**config.mk**
```make
export PLATFORM = sky130hd
export DESIGN_NAME = period_meter
export DESIGN_NICKNAME = d
export VERILOG_FILES = /design/src/rtl/period_meter.sv
export SDC_FILE = /design/constraint.sdc
export NUM_CORES = 1
export LEC_CHECK = 0
export ABC_AREA = 1
export CAP_MARGIN = 20
export CORE_MARGIN = 2
export CORE_UTILIZATION = 50
export DETAILED_ROUTE_END_ITERATION = 10
export PLACE_DENSITY = 0.78
export SYNTH_ARGS = -nofsm -noshare
export SYNTH_HDL_FRONTEND = slang
export SYNTH_SLANG_ARGS = --single-unit
```
**constraint.sdc**
```tcl
create_clock -name clk -period 1.91 [get_ports clk]
set_clock_uncertainty 0.2 [all_clocks]
set_input_delay 0.2865 -clock clk [delete_from_list [all_inputs] [get_ports clk]]
set_output_delay 0.2865 -clock clk [all_outputs]
set_load 0.05 [all_outputs]
```
**src/rtl/period_meter.sv**
```systemverilog
// period_meter: measures the rising-to-rising period of an async input in clk
// cycles and reports it with a one-cycle valid pulse.
// Ports: clk, rst (async high), en, sig_in (async) ->
//        period, high_time, period_valid (pulse), timeout (sticky).
// Option: define PERIOD_METER_HIGH_TIME_EN to measure high cycles per period;
//         otherwise high_time is tied to 0.
module period_meter #(
   parameter int          WIDTH     = 16,
   parameter int unsigned MAX_COUNT = (1 << WIDTH) - 1
) (
   input  logic             clk,
   input  logic             rst,
   input  logic             en,
   input  logic             sig_in,
   output logic [WIDTH-1:0] period,
   output logic [WIDTH-1:0] high_time,
   output logic             period_valid,
   output logic             timeout
);

   localparam logic [WIDTH-1:0] MAX_C = WIDTH'(MAX_COUNT);
   localparam logic [WIDTH-1:0] ONE   = WIDTH'(1);

   typedef enum logic {
      IDLE = 1'b0,
      RUN  = 1'b1
   } state_t;

   state_t           state_q, state_d;
   logic             s1_q, s2_q, s3_q;
   logic             rise;
   logic [WIDTH-1:0] cnt_q, cnt_d;
   logic [WIDTH-1:0] period_q, period_d;
   logic             valid_q, valid_d;
   logic             timeout_q, timeout_d;

   // s1/s2 resynchronise sig_in; s3 is the history used for edge detect.
   always_ff @(posedge clk or posedge rst) begin
      if (rst) begin
         s1_q <= 1'b0;
         s2_q <= 1'b0;
         s3_q <= 1'b0;
      end else begin
         s1_q <= sig_in;
         s2_q <= s1_q;
         s3_q <= s2_q;
      end
   end

   assign rise = s2_q & ~s3_q;

   always_ff @(posedge clk or posedge rst) begin
      if (rst) begin
         state_q   <= IDLE;
         cnt_q     <= '0;
         period_q  <= '0;
         valid_q   <= 1'b0;
         timeout_q <= 1'b0;
      end else begin
         state_q   <= state_d;
         cnt_q     <= cnt_d;
         period_q  <= period_d;
         valid_q   <= valid_d;
         timeout_q <= timeout_d;
      end
   end

   // Priority in RUN: disable, then a rise (even on the timeout cycle),
   // then timeout, then plain counting.
   always_comb begin
      state_d   = state_q;
      cnt_d     = cnt_q;
      period_d  = period_q;
      valid_d   = 1'b0;
      timeout_d = timeout_q;
      unique case (state_q)
         IDLE: begin
            cnt_d = '0;
            if (rise && en) begin
               state_d = RUN;
               cnt_d   = ONE;
            end
         end
         RUN: begin
            if (!en) begin
               state_d = IDLE;
               cnt_d   = '0;
            end else if (rise) begin
               period_d  = cnt_q;
               valid_d   = 1'b1;
               cnt_d     = ONE;
               timeout_d = 1'b0;
            end else if (cnt_q == MAX_C) begin
               timeout_d = 1'b1;
               state_d   = IDLE;
               cnt_d     = '0;
            end else begin
               cnt_d = cnt_q + ONE;
            end
         end
         default: begin
            state_d = IDLE;
            cnt_d   = '0;
         end
      endcase
   end

`ifdef PERIOD_METER_HIGH_TIME_EN
   logic [WIDTH-1:0] hcnt_q, hcnt_d;
   logic [WIDTH-1:0] high_q, high_d;

   always_ff @(posedge clk or posedge rst) begin
      if (rst) begin
         hcnt_q <= '0;
         high_q <= '0;
      end else begin
         hcnt_q <= hcnt_d;
         high_q <= high_d;
      end
   end

   // The rise cycle itself is high, hence the restart value of 1.
   always_comb begin
      hcnt_d = hcnt_q;
      high_d = high_q;
      if (valid_d)
         high_d = hcnt_q;
      if (rise)
         hcnt_d = ONE;
      else if (s2_q && hcnt_q != MAX_C)
         hcnt_d = hcnt_q + ONE;
   end

   assign high_time = high_q;
`else
   assign high_time = '0;
`endif

   assign period       = period_q;
   assign period_valid = valid_q;
   assign timeout      = timeout_q;

endmodule
```
After elaboration in Yosys (flattened, before gate mapping)

Index checks and enable logic that the tools add are counted.

Register bits: 38
Bits of input ports: 4

Add/subtract/negate cells: 1
Equality and inequality tests: 1
Mux-type cells: 15
Bitwise gates (word level): 3
Reductions and logical operators: 4

Operators by type and width:

| operator                | count |
|---|---|
| $mux W16                | 3 |
| $pmux W16 S2            | 1 |
| $add A16 B1 Y16 const B | 1 |
| $eq A16 B16 Y1 const B  | 1 |
| $mux W1                 | 10 |
| $reduce_and A3 Y1       | 2 |
| $not A1 Y1              | 2 |
| $pmux W1 S2             | 1 |
| $reduce_bool A2 Y1      | 1 |
| $and A1 B1 Y1           | 1 |
| $logic_and A1 B1 Y1     | 1 |

Logic depth before layout (Yosys ltp)

Depth in word-level cells: 5
Gate-level depth with buffers: 8

Worst setup path before layout

OpenSTA, ideal clock, no wires.

Path kind: register to register
From: register cnt_q[0]
To: register cnt_q[12]
Data arrival time: 1.066 ns
Path slack: 0.524 ns
Stages on the path, launching flop included: 7
Buffers on the path: 0
Clock period less this slack: 1.386 ns
Path through: dfrtp_1 > ha_1 > nand3_2 > nor2_2 > nand2_1 > o21ai_0 > nor2_1

Word-level cells in the longest chain between the ends: 5
Elaborated cells on any way between the ends: 6
Classes of those cells: 1 x add/sub; 1 x eq/ne; 4 x mux

Ends and longest elaborated chain:

| element                                           | line   | source |
|---|---|---|
| from (decl)                                       | 32     | `logic [WIDTH-1:0] cnt_q, cnt_d;` |
| from (signal assigned)                            | 61     | `cnt_q <= cnt_d;` |
| $add A16 B1 Y16 or $eq A16 B16 Y1 (tied branches) | 98, 93 |  |
| $mux W16 *                                        | 93     | `end else if (cnt_q == MAX_C) begin` |
| $mux W16 *                                        | 88     | `end else if (rise) begin` |
| $mux W16 *                                        | 85     | `if (!en) begin` |
| $pmux W16 S2 *                                    | 76     | `unique case (state_q)` |
| net cnt_d[12]                                     | 32     |  |

The timed path passes the listed nets; every way through them passes the cells marked *.
A chain may end at the register's enable or synchronous reset.

Worst setup path in the final report

From: register cnt_q[0]
To: register cnt_q[8]

The elaborated chain is that of the path after synthesis.

==> metrics <==
number of CTS-inserted buffers 5; post-synthesis sequential area ratio 51.18%; # rows 22; clk slew on worst S/H paths 70 ps; Total Routing Usage GR 18.00%; Sw Share a little over a quarter; die footprint 4220 µm²; met2 usage 27.96%; antenna violations before repair 0; hold-fix buffers at CTS 0; Comb power frac a little under an eighth; startpoint class of the critical path flop; Placeable Area 3606 µm²; Flop pwr share 54.8%; Routability Congestion between 0.8 and 0.9; Distinct cells, synth 22; Crit Path Max Fanout 10; unrepaired setup endpoints after global routing no; crit share post-route 84.37%; kind of critical path flop to flop; Setup TNS Final 0 ps; Synth area leaders dfrtp_1, nand2_1, buf_4; delay of the slowest critical-path stage 390 ps; register bit total from synthesis 38; Mapped Area 1858 µm²; top-area cell type share of the netlist area between 50% and 60%; Yosys top cell by area dfrtp_1; crit-path leading delay family simple AND/OR/NAND/NOR gates; cts repair resizes 0; met1 Use GR about a quarter; Remaining Overflow, GRT 0; via count 1364; yosys warns 0; CTS max path bufs 2; vias in the first global route 1306; Setup crit end kind flop; minimum clock period between 1500 and 2000 ps; gr busiest metal met2; Hold Path Class flop to flop; global-route wire length before repair 5713 µm; Pwr Total 0.001515 W; Max Slew Vio Count 0; drt total wl 3269 µm; status completed; CTS H-Tree Depth 2; average size of a mapped cell 8.484 µm²; final setup fails 0; dpl hpwl 2402 µm; clock latency on the worst-skew pair 290 ps; Worst EP required 1890 ps; DRT antenna net count 0; Sw Pwr around 0.0004 W; share of cells above drive strength 1 between 10% and 20%; Area Overhead vs Synth 13.47%; Static Leak just over 1 nW; worst hold slack 154.3 ps; nets 252; Boundary Pins 38; WP buf/inv 0; multi-input logic area approximately 700 µm²; WL per Instance 11.08 µm; Vias/cell approximately 4.6; worst path cell trace ha_1, nand2_1, nor2_1, nand4_1, nand2_2, nor2_1; CTS tree done; cell count after synthesis 219; DIE WIDTH between 60 and 70 µm; CP most frequent cell nor2_1; met3 usage 4.688%; Initial Util 51.53%; DR pass1 iterations 4; CTS Root Cell clkbuf_8; register area 950.9 µm²; Detailed Route Iter0 Violations 50; Final Util 58.47%; DR DRC count 0; Slowest-stage cell, CP dfrtp_1; Fillers ~360; port bufs 21; Pint 0.001104 W; ANT cells 0; Setup Fix Bufs, Post-CTS 0; VDD IR-drop max 0.5479 mV; pwr dens 718.6 nW/µm²; largest net degree at the start of global routing 39; clock power share 33.6%; Worst Path Arrival 1590 ps; fmax between 600 and 700 MHz; clock sinks 38; die height 64.96 µm; max cap viols 0; Hold Vio Cnt, Final 0
## stage by stage
stage	area [µm²]	instances	setup WS [ps]
2_1_floorplan	1914	234	524.1
6_report	2108	295	298.5
4_1_cts	2108	295	278.9
3_3_place_gp	2032	288	123.6
5_1_grt	2108	295	158.4
3_5_place_dp	2032	288	93.31
## flip-flops by register name (all words and copies together) (netlist names)
| register | flops |
|---|---|
| period | 16 |
| s2_q | 1 |
| s1_q | 1 |
| s3_q | 1 |
| cnt_q | 16 |
| period_valid | 1 |
| timeout | 1 |
| state_q | 1 |
## power groups by stage
stage               Clock [W]  Sequential [W]  Combinational [W]
floorplan                   0        0.000877           0.000136
global placement            0        0.000844           0.000177
detailed placement          0        0.000845           0.000178
CTS                  0.000521        0.000829           0.000178
global route         0.000561        0.000831           0.000189
finish               0.000509        0.000830           0.000177
## cell usage after synthesis
cell      instances
o21ai_2          10
nand2_2           1
clkinv_1          1
a21oi_1           3
o21ai_0           6
nand3_1           5
nor2_2            3
dfrtp_1          38
buf_4            16
nand3_2           1
inv_2             2
conb_1            1
inv_1            24
nand2_1          67
ha_1              1
o21bai_1          1
buf_6             2
nand4_1           6
nor2_4            3
nor2_1           24
nor3b_1           1
xor2_1            3
## worst paths after layout
| check | startpoint | depth (start not counted) | endpoint | slack [ps] |
|---|---|---|---|---|
| min | s1_q | 0 | s2_q | 150 |
| max | cnt_q[0] | 6 | cnt_q[8] | 300 |
| max in group asynchronous | rst | 3 | period[7] | 980 |
| min in group asynchronous | rst | 3 | s1_q | 190 |
| min reg2reg | s1_q | 0 | s2_q | 150 |
| max reg2reg | cnt_q[0] | 6 | cnt_q[8] | 300 |
## cell families (layout without fill, tap and decap cells)
| family | Yosys count | after routing | synth area share [%] |
|---|---|---|---|
| AOI/OAI and AO/OA | 20 | 20 | 7.542 |
| xor gates and xnor gates | 3 | 3 | 1.414 |
| adders and majority gates | 1 | 1 | 0.6733 |
| buffers and inverters | 45 | 58 | 13.13 |
| DFF | 38 | 38 | 51.18 |
| other | 1 | 16 | 0.2018 |
| and+or+nand+nor | 111 | 111 | 25.86 |
## worst register-to-register path: stages, from the launching register on
cell and delay, ps:
dfrtp_1 390, ha_1 230, nand2_1 90, nor2_1 110, nand4_1 180, nand2_2 230
nor2_1 80
## metal layers
| metal | share of wire (%) | vias to the layer above |
|---|---|---|
| met5 | 0 | - |
| met3 | 6.1 | 3 |
| met1 | 48 | 618 |
| li1 | - | 699 |
| met2 | 44 | 44 |
| met4 | 1.4 | 0 |
## layout by cell type, fill, tap and decap left out
cell type and instances:
o21bai_1 1, conb_1 16, nor2_1 24, buf_12 1, o21ai_0 6, nor2_2 3, dfrtp_1 38, clkdlybuf4s50_1 3
nand2_1 67, clkbuf_8 5, inv_2 2, a21oi_1 3, ha_1 1, nand3_2 1, buf_4 20, xor2_1 3
nand3_1 5, nor2_4 3, o21ai_2 10, clkinv_1 1, clkbuf_1 2, nand2_2 1, inv_1 24, nand4_1 6
nor3b_1 1
## final cells by class
type	instances	share of cell area, %
well taps	48	2.849
inverters	27	4.807
repair buffers	24	9.496
flip-flops and latches	38	45.10
clock buffers	7	3.620
multi-input cells	151	34.12
(Power assumes the default switching activity.)
